===== config.mk =====
export PLATFORM = sky130hd
export DESIGN_NAME = adder_limb_serial_8u
export DESIGN_NICKNAME = d
export VERILOG_FILES = /design/src/rtl/adder_limb_serial_8u.sv
export SDC_FILE = /design/constraint.sdc
export NUM_CORES = 1
export LEC_CHECK = 0
export ABC_AREA = 1
export BUFFER_PORTS_ARGS = -buffer_cell sky130_fd_sc_hd__buf_4
export CAP_MARGIN = 20
export CORE_MARGIN = 2
export CORE_UTILIZATION = 40
export CTS_CLUSTER_DIAMETER = 60
export DETAILED_ROUTE_END_ITERATION = 8
export GPL_ROUTABILITY_DRIVEN = 0
export PLACE_DENSITY = 0.62
export SKIP_LAST_GASP = 1
export SYNTH_ARGS = -nofsm -noshare
export SYNTH_HDL_FRONTEND = slang
export SYNTH_SLANG_ARGS = --single-unit

===== constraint.sdc =====
create_clock -name clk -period 5.37 [get_ports clk]
set_input_delay 0.537 -clock clk [delete_from_list [all_inputs] [get_ports clk]]
set_output_delay 0.537 -clock clk [all_outputs]
set_load 0.01 [all_outputs]

===== src/rtl/adder_limb_serial_8u.sv =====
// rtl/adder_limb_serial_8u.sv - limb-serial WIDTH-bit unsigned adder built on an 8-bit Sklansky adder

// rtl/adder_limb_serial_8u.sv - 8-bit Sklansky parallel-prefix adder, no carry in
module adder_sklansky_8u (
    input  logic [7:0] a_i,
    input  logic [7:0] b_i,
    output logic [7:0] sum_o,
    output logic       cout_o
);
    logic [7:0] g;
    logic [7:0] p;

    // Group generate/propagate terms, named G<hi><lo> for bits [hi:lo]
    logic g10, g32, g54, g76;
    logic p32, p54, p76;
    logic g20, g30, g64, g74;
    logic p64, p74;
    logic g40, g50, g60, g70;

    assign g = a_i & b_i;
    assign p = a_i ^ b_i;

    // Level 1: span 1
    assign g10 = g[1] | (p[1] & g[0]);
    assign g32 = g[3] | (p[3] & g[2]);
    assign p32 = p[3] & p[2];
    assign g54 = g[5] | (p[5] & g[4]);
    assign p54 = p[5] & p[4];
    assign g76 = g[7] | (p[7] & g[6]);
    assign p76 = p[7] & p[6];

    // Level 2: span 2
    assign g20 = g[2] | (p[2] & g10);
    assign g30 = g32  | (p32  & g10);
    assign g64 = g[6] | (p[6] & g54);
    assign p64 = p[6] & p54;
    assign g74 = g76  | (p76  & g54);
    assign p74 = p76  & p54;

    // Level 3: span 4, every upper-half bit fans in from G[3:0]
    assign g40 = g[4] | (p[4] & g30);
    assign g50 = g54  | (p54  & g30);
    assign g60 = g64  | (p64  & g30);
    assign g70 = g74  | (p74  & g30);

    assign sum_o  = p ^ {g60, g50, g40, g30, g20, g10, g[0], 1'b0};
    assign cout_o = g70;
endmodule

// rtl/adder_limb_serial_8u.sv - limb-serial top: one 8-bit limb per clock, LSB first
module adder_limb_serial_8u #(
    parameter  int WIDTH = 32,
    localparam int NLIMB = WIDTH / 8
) (
    input  logic             clk,
    input  logic             rst,
    input  logic             in_valid,
    output logic             in_ready,
    input  logic [WIDTH-1:0] a,
    input  logic [WIDTH-1:0] b,
    input  logic             cin,
    output logic             out_valid,
    input  logic             out_ready,
    output logic [WIDTH-1:0] sum,
    output logic             cout
);
    localparam int CW = $clog2(NLIMB);

    if ((WIDTH % 8) != 0 || WIDTH < 16) begin : g_bad_width
        $error("adder_limb_serial_8u: WIDTH must be a multiple of 8 and at least 16");
    end

    typedef enum logic [1:0] {
        S_IDLE = 2'd0,
        S_RUN  = 2'd1,
        S_DONE = 2'd2
    } state_t;

    state_t state_q, state_d;

    logic [WIDTH-1:0] a_q, a_d;
    logic [WIDTH-1:0] b_q, b_d;
    logic [WIDTH-1:0] sum_q, sum_d;
    logic             cout_q, cout_d;
    logic             carry_q, carry_d;
    logic [CW-1:0]    cnt_q, cnt_d;

    logic [7:0] s1, s2;
    logic       c1, c2;
    logic       last_limb;

    // Limb sum of the current low limbs, then add the inter-limb carry as an increment
    adder_sklansky_8u u_limb (
        .a_i    (a_q[7:0]),
        .b_i    (b_q[7:0]),
        .sum_o  (s1),
        .cout_o (c1)
    );

    adder_sklansky_8u u_inc (
        .a_i    (s1),
        .b_i    ({7'b0, carry_q}),
        .sum_o  (s2),
        .cout_o (c2)
    );

    assign last_limb = (cnt_q == CW'(NLIMB - 1));

    // State register
    always_ff @(posedge clk or posedge rst) begin
        if (rst) begin
            state_q <= S_IDLE;
        end else begin
            state_q <= state_d;
        end
    end

    // Next-state logic: IDLE accepts, RUN walks the limbs, DONE waits for the consumer
    always_comb begin
        state_d = state_q;
        case (state_q)
            S_IDLE:  if (in_valid)  state_d = S_RUN;
            S_RUN:   if (last_limb) state_d = S_DONE;
            S_DONE:  if (out_ready) state_d = S_IDLE;
            default: state_d = S_IDLE;
        endcase
    end

    // Handshake outputs are pure state decodes
    always_comb begin
        in_ready  = (state_q == S_IDLE);
        out_valid = (state_q == S_DONE);
    end

    // Datapath next state: capture operands on accept, shift one limb out per RUN cycle
    always_comb begin
        a_d     = a_q;
        b_d     = b_q;
        sum_d   = sum_q;
        cout_d  = cout_q;
        carry_d = carry_q;
        cnt_d   = cnt_q;
        case (state_q)
            S_IDLE: begin
                if (in_valid) begin
                    a_d     = a;
                    b_d     = b;
                    carry_d = cin;
                    cnt_d   = '0;
                end
            end
            S_RUN: begin
                a_d                          = a_q >> 8;
                b_d                          = b_q >> 8;
                sum_d[{cnt_q, 3'b000} +: 8]  = s2;
                carry_d                      = c1 | c2;
                cnt_d                        = cnt_q + 1'b1;
                if (last_limb) begin
                    cout_d = c1 | c2;
                end
            end
            default: ;
        endcase
    end

    // Datapath registers
    always_ff @(posedge clk or posedge rst) begin
        if (rst) begin
            a_q     <= '0;
            b_q     <= '0;
            sum_q   <= '0;
            cout_q  <= 1'b0;
            carry_q <= 1'b0;
            cnt_q   <= '0;
        end else begin
            a_q     <= a_d;
            b_q     <= b_d;
            sum_q   <= sum_d;
            cout_q  <= cout_d;
            carry_q <= carry_d;
            cnt_q   <= cnt_d;
        end
    end

    assign sum  = sum_q;
    assign cout = cout_q;
endmodule


==> metrics <==
Critical Path AT=3.02 ns; Yosys cell types=35; fin cells=771; proportion of synthesized chip area in sequential cells=52.7%; Synth area leader=dfrtp_1; Row Count=40; clk_skew=0.0124 ns; Die Wd=between 100 and 150 µm; DP HPWL=7770 µm; global route overflow=0; fin nets=between 700 and 800; initial antenna violation count=0; CP top delay family=simple AND/OR/NAND/NOR gates; top cells by area, synth=dfrtp_1 (53%), nand2_1 (7.6%), o21ai_1 (6.4%); Post-synth EDFFs=0; # H-tree levels=3; WP data required=5.66 ns; Rel. slew slack=43.6%; FILL cells=1124; mapped cell area=0.00484 mm²; via count=3923; CTS tree=done; number of setup buffers added after CTS=0; die area=0.0130 mm²; Slew Viols, Final=0; Yosys reg bits=a little over 100; fraction of layout cells with a size suffix above 1=around a quarter; cells after synthesis=528; first-pass GRT wire length=18900 µm; slowest CP cell=dfrtp_1; core area=roughly 0.012 mm²; cts bufs inserted=9; IO Count=between 100 and 150; Clock transition at path regs=0.08 ns; vias per inst=5.09; Placed Cells=755; unrepaired setup endpoints after global routing=false; number of global-route vias before repair=around 4000; CTS sink cnt=102; startpoint types=flip-flop; top-count cell post-synth=dfrtp_1; DRC viols=0; max_cap viols=0; area delta synth->final=23.2%; Peak VDD IR=0.000359 V; CTS Root Cell=clkbuf_16; critical path cell sequence=inv_2, nor2_4, buf_4, nand2_2, nor4_4, nand3_1, nand2_1; ant diodes=0; outcome=completed; Die H=about 110 µm; WS Path Type=reg2reg; PwrDens=698 mW/mm²; Leak Pwr=0.00294 µW; nature of the critical path endpoint=flip-flop; Post-Route Utilization=between 50% and 60%; Max clock buf depth=2; crit share post-route=approximately half; syn_area_per_cell=9.18 µm²; Critical Path Max Stage Delay=0.74 ns; CP Max Fanout=32; Post-DRT Antenna Nets=0; Initial Util=40.7%; minimum clock period=2.74 ns; overall routing resource usage=18.1%; Worst-Skew Late Latency=roughly 0.35 ns; worst-margin pin slew=approximately 0.85 ns; worst hold-check path type=in2async; Post-CTS Hold Fix Bufs=0; post-synth top area share=52.7%; Post-CTS Resized=0; Max Clk Rate=~0.37 GHz; Mapped Nets=617; DR WL/cell=14.9 µm; ys flop type=dfrtp_1; CP Buf/Inv Count=2; Syn. warnings=0; largest net degree at the start of global routing=63; commonest cells in the netlist=dfrtp_1 (102), nand2_1 (98), o21ai_1 (62); final hold viol count=0; final WL=11500 µm; setup_tns=0 ns; number of port buffers=103; DR iter-0 viols=282; Async SR Flop Fraction=100%; DRT Pass-1 Iters=4; Setup Viol. Count Final=0
[cells by family after synthesis]
group	Yosys count	synth area share [%]
AOI/OAI and AO/OA	160	18.2
xor gates and xnor gates	4	1.03
adders and majority gates	20	5.63
buffers and inverters	73	6.41
DFF	102	52.7
and+or+nand+nor	169	16.1
[worst paths after layout]
path,startpoint,to,slack [ns],depth (start not counted)
min in group clk,out_ready,state_q[1]$_DFFE_PP0P_,0.37,2
max,state_q[0]$_DFFE_PP0P_,sum[6]$_DFFE_PP0P_,2.63,7
max in group asynchronous,rst,a_q[6]$_DFFE_PP0P_,4.00,3
min reg2reg,sum[30]$_DFFE_PP0P_,sum[30]$_DFFE_PP0P_,0.49,2
min,rst,sum[16]$_DFFE_PP0P_,0.29,2
max reg2reg,state_q[0]$_DFFE_PP0P_,sum[6]$_DFFE_PP0P_,2.63,7
[flip-flops by register name (all words and copies together), names as in the netlist]
signal	flops
a_q	32
b_q	32
sum	32
cnt_q	2
state_q	2
carry_q	1
cout	1
[cells in the final DEF, fill, tap and decap left out, types with 2 or more instances in the layout]
master and instances:
a21oi_1 52, a22o_1 17, buf_4 106, clkbuf_16 9
clkinvlp_4 3, dfrtp_1 102, fa_1 3, ha_1 17
inv_1 37, inv_2 9, nand2_1 98, nand2_2 2
nand3_1 10, nand4_1 2, nor2_1 40, nor2_2 4
nor2_4 4, o21ai_0 21, o21ai_1 62, o22ai_1 4
o31ai_1 3, xnor2_2 2, xor2_1 2
[per-layer routing]
metal | vias to the layer above | track usage [%] | share of wire [%]
li1 | 1933 | - | -
met2 | 95 | 27.5 | 45
met4 | 0 | 6.83 | 2.1
met1 | 1877 | 26.3 | 49
met5 | - | 0 | 0
met3 | 18 | 2.96 | 4.0
[report_power, final]
group	switching, µW	internal, µW	leakage, µW
logic	1400	818	0.00153
registers	215	1120	0.00129
clock network	300	318	0.000127
[layout make-up]
type                       instances  area, µm²  share of cell area [%]
timing repair buffer             106        796                    13.3
inverter                          47        179                    3.00
tap                              147        184                    3.08
multi-input combinational        353       1980                    33.2
clock buffer                      10        229                    3.84
clock inverter                     6       47.5                   0.796
sequential                       102       2550                    42.8
[stage by stage]
stage	hold slack (ns)	worst slack, ns	cell area (µm²)	power, µW
2_1_floorplan	0.454	2.16	4840	2950
3_3_place_gp	0.469	2.67	5690	3520
3_5_place_dp	0.470	2.62	5690	3570
4_1_cts	0.322	2.62	5970	4200
5_1_grt	0.349	2.37	5970	4550
6_report	0.295	2.63	5970	4170
(Power assumes the default switching activity.)
